<file path="src/rtl/plab4_net_router_input_ctrl_sep_pkg.sv">
// Shared ring-router definitions: output port indices and the route function
// used by the input ctrl, the output ctrl and sibling routers.
package plab4_net_router_input_ctrl_sep_pkg;

  localparam logic [1:0] PORT_PREV = 2'd0;
  localparam logic [1:0] PORT_TERM = 2'd1;
  localparam logic [1:0] PORT_NEXT = 2'd2;
  localparam int         NUM_PORTS = 3;

  // Forward distance wraps around the ring; an exact half-ring tie goes forward.
  function automatic logic [1:0] route_port(input int dest, input int router_id,
                                            input int num_routers);
    int         fwd;
    logic [1:0] port;
    fwd = dest + num_routers - router_id;
    if (fwd >= num_routers) fwd = fwd - num_routers;
    if (dest == router_id)            port = PORT_TERM;
    else if (fwd <= num_routers / 2)  port = PORT_NEXT;
    else                              port = PORT_PREV;
    return port;
  endfunction

endpackage

</file>
<file path="src/rtl/plab4_net_DomainQueue_sep.sv">
// Circular-buffer FIFO carrying {domain, msg} per entry; head is read
// combinationally from the deq pointer, with no enqueue-to-head bypass.
module plab4_net_DomainQueue_sep #(
  parameter int p_msg_nbits   = 44,
  parameter int p_num_entries = 2
) (
  input  logic                   clk,
  input  logic                   reset,
  input  logic                   enq_val,
  output logic                   enq_rdy,
  input  logic [p_msg_nbits-1:0] enq_msg,
  input  logic                   enq_domain,
  output logic                   deq_val,
  input  logic                   deq_en,
  output logic [p_msg_nbits-1:0] deq_msg,
  output logic                   deq_domain
);

  localparam int PW = (p_num_entries > 1) ? $clog2(p_num_entries) : 1;
  localparam int CW = $clog2(p_num_entries + 1);
  localparam logic [CW-1:0] FULL_COUNT = CW'(p_num_entries);

  logic [p_msg_nbits:0] mem_q [p_num_entries];
  logic [PW-1:0]        enq_ptr_q, enq_ptr_d;
  logic [PW-1:0]        deq_ptr_q, deq_ptr_d;
  logic [CW-1:0]        count_q, count_d;
  logic                 do_enq, do_deq;

  assign enq_rdy = (count_q != FULL_COUNT);
  assign deq_val = (count_q != '0);
  assign do_enq  = enq_val && enq_rdy;
  assign do_deq  = deq_en && deq_val;

  assign {deq_domain, deq_msg} = mem_q[deq_ptr_q];

  always_comb begin
    enq_ptr_d = enq_ptr_q;
    deq_ptr_d = deq_ptr_q;
    count_d   = count_q;
    if (do_enq) enq_ptr_d = enq_ptr_q + PW'(1);
    if (do_deq) deq_ptr_d = deq_ptr_q + PW'(1);
    case ({do_enq, do_deq})
      2'b10:   count_d = count_q + CW'(1);
      2'b01:   count_d = count_q - CW'(1);
      default: count_d = count_q;
    endcase
  end

  always_ff @(posedge clk) begin
    if (reset) begin
      enq_ptr_q <= '0;
      deq_ptr_q <= '0;
      count_q   <= '0;
    end else begin
      enq_ptr_q <= enq_ptr_d;
      deq_ptr_q <= deq_ptr_d;
      count_q   <= count_d;
    end
  end

  // Storage needs no reset: the count gates every read of it.
  always_ff @(posedge clk) begin
    if (do_enq) mem_q[enq_ptr_q] <= {enq_domain, enq_msg};
  end

endmodule

</file>
<file path="src/rtl/plab4_net_router_input_ctrl_sep.sv">
// Ring-router input port: buffers {domain, msg}, routes the head message to
// one of three output ctrls and dequeues it on the matching grant.
module plab4_net_router_input_ctrl_sep
  import plab4_net_router_input_ctrl_sep_pkg::*;
#(
  parameter int p_msg_nbits   = 44,
  parameter int p_dest_nbits  = 2,
  parameter int p_num_routers = 4,
  parameter int p_router_id   = 0,
  parameter int p_num_entries = 2
) (
  input  logic                   clk,
  input  logic                   reset,
  input  logic                   in_val,
  output logic                   in_rdy,
  input  logic [p_msg_nbits-1:0] in_msg,
  input  logic                   in_domain,
  output logic                   reqs_p0,
  output logic                   reqs_p1,
  output logic                   reqs_p2,
  output logic                   reqs_domain,
  input  logic                   grants_p0,
  input  logic                   grants_p1,
  input  logic                   grants_p2,
  output logic [p_msg_nbits-1:0] out_msg,
  output logic                   out_domain
);

  logic                    head_val;
  logic [p_msg_nbits-1:0]  head_msg;
  logic                    head_domain;
  logic [p_dest_nbits-1:0] head_dest;
  logic [1:0]              head_port;
  logic                    deq_en;

  plab4_net_DomainQueue_sep #(
    .p_msg_nbits   (p_msg_nbits),
    .p_num_entries (p_num_entries)
  ) queue (
    .clk        (clk),
    .reset      (reset),
    .enq_val    (in_val),
    .enq_rdy    (in_rdy),
    .enq_msg    (in_msg),
    .enq_domain (in_domain),
    .deq_val    (head_val),
    .deq_en     (deq_en),
    .deq_msg    (head_msg),
    .deq_domain (head_domain)
  );

  assign head_dest = head_msg[p_msg_nbits-1 -: p_dest_nbits];
  assign head_port = route_port(32'(head_dest), p_router_id, p_num_routers);

  always_comb begin
    reqs_p0     = 1'b0;
    reqs_p1     = 1'b0;
    reqs_p2     = 1'b0;
    reqs_domain = 1'b0;
    out_domain  = 1'b0;
    out_msg     = '0;
    // Stale RAM contents must not leak onto the outputs while empty.
    if (head_val) begin
      reqs_p0     = (head_port == PORT_PREV);
      reqs_p1     = (head_port == PORT_TERM);
      reqs_p2     = (head_port == PORT_NEXT);
      reqs_domain = head_domain;
      out_domain  = head_domain;
      out_msg     = head_msg;
    end
  end

  assign deq_en = (reqs_p0 && grants_p0) || (reqs_p1 && grants_p1) ||
                  (reqs_p2 && grants_p2);

endmodule

</file>
<file path="config.mk">
export PLATFORM = sky130hd
export DESIGN_NAME = plab4_net_router_input_ctrl_sep
export DESIGN_NICKNAME = d
export VERILOG_FILES = /design/src/rtl/plab4_net_router_input_ctrl_sep_pkg.sv /design/src/rtl/plab4_net_DomainQueue_sep.sv /design/src/rtl/plab4_net_router_input_ctrl_sep.sv
export SDC_FILE = /design/constraint.sdc
export NUM_CORES = 1
export LEC_CHECK = 0
export CAP_MARGIN = 20
export CORE_ASPECT_RATIO = 1.2
export CORE_MARGIN = 2
export CORE_UTILIZATION = 40
export CTS_CLUSTER_SIZE = 20
export DETAILED_ROUTE_END_ITERATION = 6
export DONT_BUFFER_PORTS = 1
export PLACE_DENSITY = 0.62
export SLEW_MARGIN = 40
export SYNTH_ARGS = -nofsm -noshare
export SYNTH_HDL_FRONTEND = slang
export SYNTH_SLANG_ARGS = --single-unit
</file>
<file path="constraint.sdc">
create_clock -name clk -period 3.3 [get_ports clk]
set_input_delay 0.825 -clock clk [delete_from_list [all_inputs] [get_ports clk]]
set_output_delay 0.825 -clock clk [all_outputs]
set_load 0.005 [all_outputs]
</file>
# Word-level counts from Yosys, hierarchy flattened
# Memory sizes are Yosys's and may differ from the RTL's. A register that Yosys moved wholly into a read port is not among the register bits.
# Index checks and enable logic that the tools add are counted.
# W data, S select, Z words.
[classes]
n_addsub = 6
order_cmp = 2
n_eq_ne = 5
n_mux = 13
reduce_logical = 11
[op_table]
columns = ["op", "n"]
rows = [
  ["$mux W44", 1],
  ["$le A32 B3 Y1 const B", 1],
  ["$mux W32", 1],
  ["$mux W1", 8],
  ["$logic_and A1 B1 Y1", 5],
  ["$sub A4 B3 Y5 const B", 1],
  ["$add A2 B3 Y4 const B", 1],
  ["$eq A2 B1 Y1 const B", 2],
  ["$eq A2 B2 Y1 const B", 2],
  ["$ge A4 B3 Y1 const B", 1],
  ["$logic_not A2 Y1", 2],
  ["$mux W2", 2],
  ["$pmux W2 S2", 1],
  ["$reduce_bool A2 Y1", 2],
  ["$add A1 B1 Y1 const B", 2],
  ["$add A2 B1 Y2 const B", 1],
  ["$logic_or A1 B1 Y1", 2],
  ["$ne A2 B2 Y1 const B", 1],
  ["$sub A2 B1 Y2 const B", 1],
]
[totals]
regBits = 4
ramBits = 90
out_inout_bits = 50
word_cells = 41
n_memories = 1
[memory_table]
columns = ["memory", "words", "word_bits", "rd", "rd_clocked_by_memory_dff", "wr", "line", "source"]
rows = [
  ["queue.mem_q", 2, 45, 1, 1, 1, "plab4_net_DomainQueue_sep.sv:23", "logic [p_msg_nbits:0] mem_q [p_num_entries];"],
]

# Depth between registers and ports, before layout
[logic_depth]
ltp_word = 14
mapped_depth = 10
mapped_depth_nobuf = 9

# By module
# From an unflattened synthesis, not the netlist that was laid out.
[unflattened]
hier_cells = 226
area_unflattened_um2 = 3842.4
[by_module_without_submodules]
columns = ["mod", "n_inst", "cells_each", "area_each_um2"]
rows = [
  ["plab4_net_DomainQueue_sep", 1, 164, 3457.1],
  ["plab4_net_router_input_ctrl_sep", 1, 62, 385.4],
]

# Worst setup path after synthesis
# OpenSTA, ideal clock, no wires.
[synth_timing]
kind = "input-to-reg"
from = "in in_val"
to = "mem queue.mem_q[1][0] in the netlist's numbering, enable pin"
setup_time_ns = 0.407
arrival_time_ns = 1.951
required_time_ns = 2.893
setup_slack_ns = 0.941
cell_stages = 1
path_buffers = 0
path_cell_list = "and3_1"
[synth_between]
elab_chain_cells = 3
[synth_rtl]
columns = ["item", "line", "source"]
rows = [
  ["from (decl)", "plab4_net_router_input_ctrl_sep.sv:14", "input logic in_val,"],
  ["$logic_and A1 B1 Y1", "plab4_net_DomainQueue_sep.sv:31", "assign do_enq = enq_val && enq_rdy;"],
  ["$mux W1", "plab4_net_DomainQueue_sep.sv:63", "if (do_enq) mem_q[enq_ptr_q] <= {enq_domain, enq_msg};"],
  ["$mux W1 (not written as such)", "plab4_net_DomainQueue_sep.sv:63", ""],
  ["to (decl)", "plab4_net_DomainQueue_sep.sv:23", ""],
]
# No other way between the ends.

# Final worst setup path
[layout_timing]
from = "reg queue.count_q[1]"
to = "out out_msg[0]"
[layout_between]
elab_chain_cells = 2
[layout_rtl]
columns = ["item", "line", "source"]
rows = [
  ["from (decl)", "plab4_net_DomainQueue_sep.sv:26", "logic [CW-1:0] count_q, count_d;"],
  ["from (signal assigned)", "plab4_net_DomainQueue_sep.sv:57", "count_q <= count_d;"],
  ["$reduce_bool A2 Y1", "plab4_net_DomainQueue_sep.sv:30", "assign deq_val = (count_q != '0);"],
  ["$mux W44", "plab4_net_router_input_ctrl_sep.sv:63", "if (head_val) begin"],
  ["to (decl)", "plab4_net_router_input_ctrl_sep.sv:25", "output logic [p_msg_nbits-1:0] out_msg,"],
]
# No other way between the ends.

==> impl_table.tex <==
\begin{tabular}{lr}
\hline
Metric & Value \\
\hline
\multicolumn{2}{l}{\textbf{Power and ir drop}} \\
IR Drop Worst-Case VDD & 0.000363 V \\
Cell internal power dissipation & 2290 uW \\
Logic gate share of total power & 0.251 \\
Sw Pwr & 971 uW \\
Part of the total power dissipated in sequential elements & 0.481 \\
Clock network fraction of total power & 0.267 \\
Leakage & 0.00131 uW \\
Switching share of power & 0.298 \\
Power per Cell Area & 807 mW/mm\^{}2 \\
\multicolumn{2}{l}{\textbf{Detailed routing}} \\
Final antenna-violating net count & 0 \\
DR vias & 1749 \\
Vias per cell & 4.94 \\
Total iterations of the first detailed-routing run & 5 \\
WL per Instance & 17.4 um \\
Post-route DRC & 0 \\
Drt initial violations & 124 \\
Final wirelength & 6.17 mm \\
\multicolumn{2}{l}{\textbf{Placement}} \\
Final weighted congestion in routability-driven placement & 0.694 \\
Setup Slack @ Placement & 925 ps \\
Half-perimeter wire length after detailed placement & 3.94 mm \\
Port Buf Inserts & 0 \\
Placement-stage cell area & 0.00380 mm\^{}2 \\
\multicolumn{2}{l}{\textbf{Die}} \\
Chip Width & 91.5 um \\
Height of the die & 109 um \\
Top Ports & 101 \\
Overall die area & 0.00996 mm\^{}2 \\
FP Rows & 38 \\
Initial core utilization & 0.409 \\
Total core area & 0.00899 mm\^{}2 \\
\multicolumn{2}{l}{\textbf{Layout}} \\
Area grow syn2layout & 9.99\% \\
Number of inserted filler cells in the final layout & 798 \\
Proportion of layout cells with a drive suffix above 1 & 0.0983 \\
Non-Filler Cell Area, Final & 0.00404 mm\^{}2 \\
Number of nets in the final layout & 283 \\
Diode count & 0 \\
\multicolumn{2}{l}{\textbf{Critical path}} \\
Arrival time at the worst endpoint & 1770 ps \\
Crit-path cells & nor2\_4 -> buf\_4 -> nor2\_1 \\
Sort of element at the start of the critical path & register \\
Nature of the critical path endpoint & primary output \\
Worst flop-to-flop path endpoint & queue.count\_q[1] \\
Peak per-stage delay on the critical path & 510 ps \\
Reg2Reg Depth & 8 \\
Highest net fanout along the worst path & 26 \\
Required time of the critical path & 2470 ps \\
Worst setup path category & register to primary output \\
Critical Path Source & queue.count\_q[1] \\
Capturing instance or port of the critical path & out\_msg[0] \\
Slowest CP cell & nor2\_4 \\
R2r setup slk & 930 ps \\
\multicolumn{2}{l}{\textbf{Yosys}} \\
Main combinational cell family by area after synthesis & multiplexers \\
Ys Warns & 0 \\
Number of nets in the synthesized netlist & 278 \\
Number of flip-flops and latches in the synthesized netlist & 95 \\
Per-instance average area after synthesis & 16.4 um\^{}2 \\
Leading cell types by count after synthesis & 90 x edfxtp\_1, 48 x nor2\_1, 45 x mux2i\_1 \\
Library cell with the highest instance count after synthesis & edfxtp\_1 \\
Post-synthesis xor/xnor area fraction & 0.00477 \\
Count of mapped cells out of synthesis & 224 \\
Number of distinct library cells after synthesis & 21 \\
Main synth FF type & edfxtp\_1 \\
Fraction of synthesized area in multiplexers & 0.123 \\
Complex-gate fraction of the synthesized area & 0.0136 \\
Number of flops mapped to enable cells by yosys & 90 \\
Cell type contributing the most total cell area after synthesis & edfxtp\_1 \\
Arithmetic-cell share of the synthesized area counting full adders, half adders and majority gates & 0.0102 \\
Share of async-settable or async-resettable flops after synthesis & 0 \\
Area share of and/or/nand/nor cells after synthesis & 0.0641 \\
Summed instance area of the synthesized netlist & 0.00367 mm\^{}2 \\
Sequential cell area fraction in the yosys report & 0.763 \\
Post-synth top area share & 0.736 \\
Area contributors post-synth & edfxtp\_1 74\%, mux2i\_1 12\%, nor2\_1 4.9\% \\
\multicolumn{2}{l}{\textbf{STA}} \\
Sum of negative setup slack & 0 ps \\
Number of hold violations in the final report & 0 \\
Crit share post-route & 0.787 \\
Unrepaired setup endpoints after global routing & false \\
Min setup slack post-route & 703 ps \\
Highest clock frequency the design can meet & 385 MHz \\
Remaining max-slew budget at the tightest pin & 0.494 \\
Worst hold slack & 514 ps \\
Minimum clock period after layout & 2600 ps \\
Measured slew at the worst slew-check pin & 759 ps \\
Setup-failing EPs final & 0 \\
Setup skew after layout & 6.03 ps \\
Number of max-slew violations in the final report & 0 \\
\multicolumn{2}{l}{\textbf{GRT}} \\
Overflow left after global routing & 0 \\
Largest net degree at the start of global routing & 46 \\
Number of global-route vias before repair & 1873 \\
Initial antenna violation count & 0 \\
Overall routing resource usage & 0.130 \\
Wire length of the first global-routing pass & 9.32 mm \\
\multicolumn{2}{l}{\textbf{Flow run}} \\
Maxcap violations & 0 \\
\multicolumn{2}{l}{\textbf{CTS}} \\
Number of setup buffers added after CTS & 0 \\
Clock edge transition at the registers on the reported setup and hold paths & 80 ps \\
CTS buffer count & 9 \\
H-tree levels & 3 \\
Clock tree sinks & 95 \\
Total of hold buffers inserted after clock tree synthesis & 0 \\
Clock tree root driver cell & clkbuf\_8 \\
Number of resized instances in the post-cts repair step & 0 \\
TritonCTS clock tree & done \\
Clock buffer depth & 2 \\
Clock latency of the later-clocked register in the worst-skew pair & 350 ps \\
\multicolumn{2}{l}{\textbf{Min path}} \\
Worst min-delay path category & register to register \\
\multicolumn{2}{l}{\textbf{Run status}} \\
Result of the run & finished clean \\
\hline
\end{tabular}
[logic make-up after synthesis]
logic type,Yosys count
and+or+nand+nor,57
adders and majority gates,3
DFF,95
xor gates and xnor gates,2
muxes,45
AOI/OAI and AO/OA,8
buffers and inverters,14
[power groups by stage]
stage          Combinational (uW)  Sequential, uW  Clock (uW)
2_1_floorplan                 689            1580           0
3_3_place_gp                  839            1590           0
3_5_place_dp                  852            1600           0
4_1_cts                       854            1570         902
5_1_grt                       922            1590         942
6_report                      819            1570         872
[area by class of cell]
| type | instances | area, um^2 | area share |
|---|---|---|---|
| Clock inverter | 7 | 111 | 0.0276 |
| Sequential cell | 95 | 2800 | 0.694 |
| Timing Repair Buffer | 5 | 37.5 | 0.00930 |
| Clock buffer | 9 | 124 | 0.0307 |
| Inverter | 3 | 11.3 | 0.00279 |
| Tap cell | 120 | 150 | 0.0372 |
| Multi-Input combinational cell | 115 | 800 | 0.198 |
[worst min-delay path by stage]
| stage | from | to | slack [ps] | cells after the start |
|---|---|---|---|---|
| floorplan | queue.count_q[1] | queue.count_q[1] | 470 | 2 |
| global placement | queue.deq_ptr_q | queue.deq_ptr_q | 490 | 2 |
| detailed placement | queue.deq_ptr_q | register | 490 | 2 |
| CTS | reset | register | 500 | 1 |
| global route | reset | queue.count_q[1] | 500 | 1 |
| finish | queue.deq_ptr_q | queue.deq_ptr_q | 510 | 2 |
[worst max-delay path: cells and delay by family (launching register included)]
kind | cells | cell delay (ps)
flip-flops | 1 | 360
buffers and inverters | 1 | 410
AND/OR/NAND/NOR | 2 | 650
[registers in the layout, summed over array words and instances (netlist names), named ones only]
signal and cells:
queue.mem_q 90, queue.deq_ptr_q 1, queue.enq_ptr_q 1, queue.count_q 2
[through the flow]
step                std cells  total power [uW]   util
floorplan                 224              2270      -
global placement          338              2430  0.423
detailed placement        338              2450  0.423
CTS                       354              3330  0.449
global route              354              3450  0.449
finish                    354              3260  0.449
[layer usage]
layer | global-route usage | routed length [um] | vias to the layer above
met5 | 0 | 0 | -
li1 | - | - | 827
met4 | 0.0909 | 153 | 0
met1 | 0.121 | 2170 | 852
met2 | 0.228 | 3330 | 59
met3 | 0.0532 | 513 | 11
[placed cells by master, fill, tap and decap left out, drive strengths merged]
cell type	count
clkinv	4
nor2b	3
buf	5
clkbuf	9
xnor2	1
a21oi	4
and3	1
a222oi	1
o21ai	2
ha	3
nand2	1
xor2	1
bufinv	3
nand2b	1
nor2	48
or3	2
mux2i	45
a21bo	1
nand3b	1
dfxtp	5
edfxtp	90
inv	3
Power figures use the tool's default switching activity.
